[src/rtl/mac_arbiter.sv]
// Issue scheduler sharing one fixed-latency MAC datapath between two ports.
// Define MAC_ARB_RR_EN for round-robin arbitration; the default build uses fixed priority (port 0 wins ties).
module mac_arbiter #(
  parameter int LAT = 4,
  parameter int W   = 32
) (
  input  logic         clk,
  input  logic         rst,
  input  logic         req0_valid,
  output logic         req0_ready,
  input  logic         req0_op,
  input  logic         req0_clr,
  input  logic [W-1:0] req0_a,
  input  logic [W-1:0] req0_b,
  input  logic         req1_valid,
  output logic         req1_ready,
  input  logic         req1_op,
  input  logic         req1_clr,
  input  logic [W-1:0] req1_a,
  input  logic [W-1:0] req1_b,
  output logic         dp_valid,
  output logic         dp_op,
  output logic         dp_clr,
  output logic         dp_sel,
  output logic [W-1:0] dp_a,
  output logic [W-1:0] dp_b,
  input  logic         dp_done,
  input  logic [W-1:0] dp_res,
  output logic         rsp0_valid,
  output logic [W-1:0] rsp0_data,
  output logic         rsp1_valid,
  output logic [W-1:0] rsp1_data,
  output logic         busy,
  output logic         err
);

  logic [1:0] pend;
  logic       rr;
  logic [LAT:0] tag_v;
  logic [LAT:0] tag_p;
  logic [4:0] mask;

  logic elig0, elig1;
  logic gnt0, gnt1;
  logic hs0, hs1, hs;
  logic head_v, head_p;
  logic [1:0] pend_clr;

  // Ready is gated by rst so all outputs read 0 while reset is held.
  always_comb begin
    elig0 = req0_valid && !pend[0];
    elig1 = req1_valid && !pend[1];
    gnt0  = elig0 && (!elig1 || !rr);
    gnt1  = elig1 && (!elig0 || rr);
  end

  assign req0_ready = gnt0 && !rst;
  assign req1_ready = gnt1 && !rst;
  assign hs0 = req0_valid && req0_ready;
  assign hs1 = req1_valid && req1_ready;
  assign hs  = hs0 || hs1;

  assign head_v = tag_v[LAT];
  assign head_p = tag_p[LAT];

  always_comb begin
    pend_clr = 2'b00;
    if (head_v) begin
      if (head_p) pend_clr = 2'b10;
      else        pend_clr = 2'b01;
    end
  end

  always_ff @(posedge clk) begin
    if (rst) begin
      dp_valid <= 1'b0;
      dp_op    <= 1'b0;
      dp_clr   <= 1'b0;
      dp_sel   <= 1'b0;
      dp_a     <= '0;
      dp_b     <= '0;
    end else begin
      dp_valid <= hs;
      if (hs0) begin
        dp_op  <= req0_op;
        dp_clr <= req0_clr;
        dp_sel <= 1'b0;
        dp_a   <= req0_a;
        dp_b   <= req0_b;
      end else if (hs1) begin
        dp_op  <= req1_op;
        dp_clr <= req1_clr;
        dp_sel <= 1'b1;
        dp_a   <= req1_a;
        dp_b   <= req1_b;
      end
    end
  end

  // Tag pipe: stage k holds the issue made k+1 cycles ago; the head lines up with dp_done.
  always_ff @(posedge clk) begin
    if (rst) begin
      tag_v <= '0;
      tag_p <= '0;
    end else begin
      tag_v <= {tag_v[LAT-1:0], hs};
      tag_p <= {tag_p[LAT-1:0], hs1};
    end
  end

  always_ff @(posedge clk) begin
    if (rst) begin
      pend <= 2'b00;
    end else begin
      pend <= (pend & ~pend_clr) | {hs1, hs0};
    end
  end

  always_ff @(posedge clk) begin
    if (rst) begin
      rr <= 1'b0;
    end else begin
`ifdef MAC_ARB_RR_EN
      if (hs) rr <= hs0;
`else
      rr <= 1'b0;
`endif
    end
  end

  always_ff @(posedge clk) begin
    if (rst) begin
      rsp0_valid <= 1'b0;
      rsp1_valid <= 1'b0;
      rsp0_data  <= '0;
      rsp1_data  <= '0;
    end else begin
      rsp0_valid <= head_v && !head_p;
      rsp1_valid <= head_v && head_p;
      if (head_v && !head_p) rsp0_data <= dp_res;
      if (head_v && head_p)  rsp1_data <= dp_res;
    end
  end

  // Completions still in the datapath from before reset are not flagged while mask counts down.
  always_ff @(posedge clk) begin
    if (rst) begin
      mask <= 5'(LAT + 1);
    end else if (mask != 5'd0) begin
      mask <= mask - 5'd1;
    end
  end

  always_ff @(posedge clk) begin
    if (rst) begin
      err <= 1'b0;
    end else if ((head_v && !dp_done) || (!head_v && dp_done && mask == 5'd0)) begin
      err <= 1'b1;
    end
  end

  assign busy = |pend;

endmodule

[config.mk]
export PLATFORM = sky130hd
export DESIGN_NAME = mac_arbiter
export DESIGN_NICKNAME = d
export VERILOG_FILES = /design/src/rtl/mac_arbiter.sv
export SDC_FILE = /design/constraint.sdc
export NUM_CORES = 1
export LEC_CHECK = 0
export BUFFER_PORTS_ARGS = -buffer_cell sky130_fd_sc_hd__buf_2
export CAP_MARGIN = 20
export CORE_AREA = 2 2 119 121
export CTS_CLUSTER_SIZE = 8
export DETAILED_ROUTE_END_ITERATION = 10
export DIE_AREA = 0 0 121 123
export PLACE_DENSITY = 0.74
export SYNTH_ARGS = -nofsm -noshare
export SYNTH_HDL_FRONTEND = slang
export SYNTH_SLANG_ARGS = --single-unit
[constraint.sdc]
create_clock -name clk -period 2.3 [get_ports clk]
set_clock_uncertainty 0.2 [all_clocks]
set_input_delay 0.23 -clock clk [delete_from_list [all_inputs] [get_ports clk]]
set_output_delay 0.23 -clock clk [all_outputs]
set_load 0.005 [all_outputs]
==> results.cfg, run 1 <==
[worst_setup_path]
path_cells = dlygate4sd3_1 -> buf_2 -> nor2b_4 -> clkbuf_16 -> mux2i_2 -> o2bb2ai_1 -> dlygate4sd3_1
worst_ep_arrival_time_ns = 2.39
crit_top_cell = dlygate4sd3_1
crit_path_max_fanout = 34
worst-setup-path-type = in2reg
slowest_stage = dlygate4sd3_1
critPathCaptureType = flop
path_buf_inv = 4
path_delay_family = buffers and inverters
critical_path_required_ns = 2.39
critPathMaxStageDelay_ns = 0.60
start_kind = input port

[timing]
setup_viol = 0
whs_ns = 0.2331
grt_setup_unrepaired = yes
tightestPinTransition_ns = 0.7992
slew_headroom_pct = 46.72
setup_ws_ns = 0.003610
min_period_ns = 2.296
timing.final.crit_share_pct = 99.84
max_freq_mhz = 435.5
finalHoldViolations = 0
drv_slew = 0

[drt]
finalWirelength_mm = 21.37
first_pass_iters = 5
drt-initial-drc-count = 386
detail-route-antenna-nets = 0
num_vias = 6188
route.detailed.drc = 0
wl_per_cell_um = 17.35
viasPerCell = 5.023

[cts]
clkTransAtPathRegs_ns = 0.06
tritoncts = yes
clock-sinks = 151
numCtsBuffers = 17
h-tree-depth = 4
cts_buffer_depth = 2
clock_latency_ns = 0.41
cts-root-buf = clkbuf_16

[layout]
areaGrowthSynthToFinish_pct = 69.70
final_area_um2 = 9644
final_nets = 1202
final_layout_size_suffix_gt1_share_pct = 34.29
stdcell_count = 1232

[synth]
syn-num-nets = 743
synth_cell_type_count = 29
syn_area_per_cell_um2 = 9.935
async_flop_share_pct = 0
syn_area_um2 = 5683
syn-instance-count = 572
synth_edf_count = 0
ys_seq_area_share_pct = 53.19
ys_ff_latch = 151
synthFlopType = dfxtp_1
yosysWarnings = 0

[power]
ir_worst_vdd_mv = 0.4263
total_power_uw = 7054
leakage_uw = 0.004481
pwr_density_cell_nw_per_um2 = 731.4

[run]
drv_cap = 0

[placement]
pre_cts_slack_ns = 0.6944
place_area_um2 = 7283
dp.cells = 1023
io_buffers = 306
place.gp.congestion = 0.7669
hpwl_mm = 11.76

[grt]
grt_usage_pct = 27.56
grt_max_degree = 79
grt_pass1_wl_mm = 31.85
grt_remaining_overflow = 0
first_global_vias = 6269
antenna_found_initial = 5

[floorplanning]
start_util_pct = 41.75
core_area_um2 = 13610
die_h_um = 123
rows = 43
die_w_um = 121
die-area_um2 = 14880
io_pins = 307

[min_path]
hold_class = reg2reg

[status]
status = finished, final reports clean
## cell usage after synthesis (2+ instances only)
cell type	count	area [µm²]
dfxtp_1	151	3023
nand2_1	131	491.7
a21oi_1	67	335.3
mux2i_1	67	670.6
o2bb2ai_1	66	578.1
buf_2	21	105.1
clkbuf_1	16	60.06
nor2b_1	10	62.56
nor2_1	8	30.03
buf_12	4	80.08
buf_4	4	30.03
inv_1	4	15.01
xnor2_1	3	26.28
ha_1	2	25.02
nand2b_1	2	12.51
nor3_1	2	10.01
o21ai_0	2	10.01
## through the flow
step / utilization (%) / setup TNS, ns
2_1_floorplan: - / 0
4_1_cts: 70.48 / 0
5_1_grt: 70.80 / -0.03006
3_5_place_dp: 53.51 / 0
6_report: 70.85 / 0
3_3_place_gp: 53.51 / 0
## report_power, final
| group | switching (µW) | internal, µW |
|---|---|---|
| clock | 1150 | 1840 |
| sequential | 115 | 2780 |
| combinational | 499 | 676 |
## sequential cells by signal, summed over array words and instances (netlist names)
register	count
dp_sel	1
mask	5
dp_clr	1
rsp1_valid	1
rsp0_data	32
pend	2
err	1
rsp1_data	32
dp_b	32
dp_op	1
tag_p	5
tag_v	5
rsp0_valid	1
dp_a	32
## path summary, 6_finish.rpt
kind	endpoint	slack, ns	cells past startpoint	start
worst max register to register	dp_a[11]	0.14	5	pend[1]
worst min-delay path	tag_v[4]	0.23	1	tag_v[3]
worst max-delay path	dp_a[11]	0.004	7	req1_valid
worst min register to register	tag_v[4]	0.23	1	tag_v[3]
## kinds of logic after synthesis
| logic type | synth area share, % |
|---|---|
| AND/OR/NAND/NOR | 12.26 |
| AO/OA/AOI/OAI | 16.53 |
| buffers and inverters | 5.306 |
| adder cells (fa/ha/maj) | 0.4403 |
| flip-flops | 53.19 |
| XOR/XNOR | 0.4624 |
| multiplexers | 11.80 |
## per-layer routing
| metal | track usage [%] | vias up | wire length (µm) |
|---|---|---|---|
| met5 | 0 | - | 0 |
| li1 | - | 2901 | - |
| met4 | 15.33 | 0 | 976 |
| met1 | 31.00 | 2884 | 8142 |
| met3 | 7.149 | 75 | 1477 |
| met2 | 47.61 | 328 | 10780 |
## cell usage in the layout (no fill, tap or decap), drive strengths merged, types with 7 or more instances in the layout
| master | Yosys | routed |
|---|---|---|
| buf | 30 | 317 |
| dlygate4sd3 | 0 | 168 |
| dfxtp | 151 | 151 |
| nand2 | 131 | 131 |
| a21oi | 67 | 67 |
| mux2i | 67 | 67 |
| o2bb2ai | 66 | 66 |
| clkbuf | 16 | 20 |
| nor2b | 11 | 11 |
| nor2 | 9 | 9 |
| diode | 0 | 8 |
| inv | 4 | 7 |
## cell type report
type / instances / area (µm²)
well taps: 180 / 225.2
fillers: 969 / 3968
flip-flops and latches: 151 / 3023
clock buffers: 19 / 432.9
diodes: 8 / 20.02
multi-input cells: 371 / 2376
inverters: 4 / 15.01
clock inverters: 13 / 195.2
repair buffers: 486 / 3357
## what timing repair did
action	4_1_cts	5_1_grt
resized for setup	0	7
endpoints found under the hold margin	135	0
setup endpoints to repair	0	60
hold buffers	168	0
buffers inserted	0	0
No activity file was read; power rests on OpenSTA's default activity.
==> run 2, diff against run 1 <==
RECOVER_POWER = 50   (was unset)
SKIP_LAST_GASP = 1   (was unset)
==> run 2 against run 1 <==
The flow now finishes with violations (setup timing). Critical path depth stayed put. Combinational power is essentially flat. Via count shrank 0.53%. Count of clock-buffer cells in the layout did not move. Non-clock buffer count unchanged. Total power fell by 0.44%. Hold slack is essentially flat. Setup slack got worse by 0.017 ns. Cell area down 1.3%. Global-route usage unchanged. Maximum frequency shrank 0.76%. Register-to-register slack got worse by 0.02 ns. Critical endpoint unchanged. Largest power group unchanged. Highest routed layer unchanged.
==> results.cfg, run 2 (synthesized netlist as in run 1, its figures left out) <==
[power]
seqPwrFrac_pct = 41.2
ir_worst_vdd_mv = 0.4265
clkPwrFrac_pct = 42.5
swShare_pct = 25.11
switchingPower_uw = 1764
p_comb_share_pct = 16.3
pwr_density_cell_nw_per_um2 = 737.7
p_int_uw = 5259
leakage_uw = 0.004098

[cts]
clock_latency_ns = 0.41
numCtsBuffers = 17
h-tree-depth = 4
cts_buffer_depth = 2
clkTransAtPathRegs_ns = 0.06
clock-sinks = 151
cts-root-buf = clkbuf_16
tritoncts = yes

[placement]
place.gp.congestion = 0.7669
place_area_um2 = 7283
dp.cells = 1023
io_buffers = 306
hpwl_mm = 11.76
pre_cts_slack_ns = 0.6944

[timing]
setup_viol = 2
grt_setup_unrepaired = yes
setup_tns_ns = -0.01803
tightestPinTransition_ns = 0.8048
drv_slew = 0
max_freq_mhz = 432.2
setup_ws_ns = -0.01387
slew_headroom_pct = 46.35
timing.final.crit_share_pct = 100.6
whs_ns = 0.2331
min_period_ns = 2.314
finalHoldViolations = 0

[worst_setup_path]
path_buf_inv = 4
critPathMaxStageDelay_ns = 0.60
path_cells = dlygate4sd3_1 -> buf_2 -> nor2b_4 -> clkbuf_16 -> mux2i_1 -> o2bb2ai_1 -> dlygate4sd3_1
crit_start = req1_valid
rr_worst_depth = 5
crit_top_cell = dlygate4sd3_1
cp-endpoint = dp_a[11]
slowest_stage = dlygate4sd3_1
crit_path_max_fanout = 34
path_delay_family = buffers and inverters
r2r_slack_ns = 0.12
r2r-start = pend[1]
worst-setup-path-type = in2reg
crit_cells = 7
critPathCaptureType = flop
start_kind = input port
worst_ep_arrival_time_ns = 2.40
critical_path_required_ns = 2.39
reg2reg_to = dp_a[11]

[layout]
final_layout_size_suffix_gt1_share_pct = 25.10
areaGrowthSynthToFinish_pct = 67.53
final_nets = 1202
final_area_um2 = 9520
final_common_cell = buf_2
mostFrequentLayoutCells = 211 x buf_2, 168 x dlygate4sd3_1, 151 x dfxtp_1
stdcell_count = 1232

[status]
status = finished with violations
violations = setup timing

[floorplanning]
rows = 43
die_h_um = 123
start_util_pct = 41.75
io_pins = 307
core_area_um2 = 13610
die_w_um = 121
die-area_um2 = 14880

[min_path]
holdPathStages = 1
hold_class = reg2reg

[drt]
num_vias = 6155
finalWirelength_mm = 21.35
drt-initial-drc-count = 343
route.detailed.drc = 0
viasPerCell = 4.996
wl_per_cell_um = 17.33
first_pass_iters = 5
detail-route-antenna-nets = 0

[grt]
grt_pass1_wl_mm = 31.85
grt_remaining_overflow = 0
grt_max_degree = 79
first_global_vias = 6269
antenna_found_initial = 5
grt_usage_pct = 27.56

[run]
drv_cap = 0
## run 2: changes by cell type in the layout (fill, tap and decap cells not counted)
cell | previous run | this run
clkbuf_8 | 0 | 1
clkbuf_1 | 2 | 97
buf_8 | 1 | 0
buf_2 | 306 | 211
mux2i_2 | 2 | 1
mux2i_1 | 65 | 66
## run 2: per-stage QoR
stage                     util (%)  total power (µW)
after floorplan                  -              3384
after CTS                    70.48              6981
final                        69.94              7023
after global placement       53.51              3721
after detailed placement     53.51              3737
after global routing         69.89              7274
## run 2: timing repair
item                                    CTS  global route
hold endpoints to repair                135             0
endpoints found under the setup margin    0            60
buffers inserted                          0             0
gates resized for setup                   0             5
hold buffers                            168             0
## run 2: metal layers
metal  vias up  wire [µm]  global-route usage, %  part of all wire [%]
li1       2906          -                      -                     -
met1      2870       8226                  31.00                    39
met2       304      10820                  47.61                    51
met3        75       1396                  7.149                   6.5
met4         0        913                  15.33                   4.3
met5         -          0                      0                     0
## run 2: worst min-delay path by stage
stage / startpoint / endpoint / slack (ns)
after detailed placement: tag_v[2] / tag_v[3] / 0.22
final: tag_p[1] / tag_p[2] / 0.23
after global routing: tag_v[2] / tag_v[3] / 0.25
after global placement: tag_p[1] / tag_p[2] / 0.21
after CTS: tag_p[1] / tag_p[2] / 0.23
after floorplan: req0_a[0] / dp_a[0] / 0.15
## run 2: power by group through the flow
stage | registers [µW] | clock network (µW) | logic [µW]
floorplan | 2930 | 0 | 454
global placement | 2930 | 0 | 793
detailed placement | 2930 | 0 | 807
CTS | 2880 | 3010 | 1100
global route | 2910 | 3140 | 1230
finish | 2890 | 2980 | 1150
## run 2: worst register-to-register path, cell delays in order, from the launching register on
cell           delay [ns]
dfxtp_1              0.35
nor2b_4              0.16
clkbuf_16            0.29
mux2i_1              0.33
o2bb2ai_1            0.12
dlygate4sd3_1        0.60
## run 2: cell type report
| class | instances | area, µm² |
|---|---|---|
| Tap cell | 180 | 225.2 |
| Antenna cell | 8 | 20.02 |
| Multi-Input combinational cell | 371 | 2372 |
| Inverter | 4 | 15.01 |
| Fill cell | 1022 | 4091 |
| Clock buffer | 19 | 432.9 |
| Timing Repair Buffer | 486 | 3237 |
| Sequential cell | 151 | 3023 |
| Clock inverter | 13 | 195.2 |
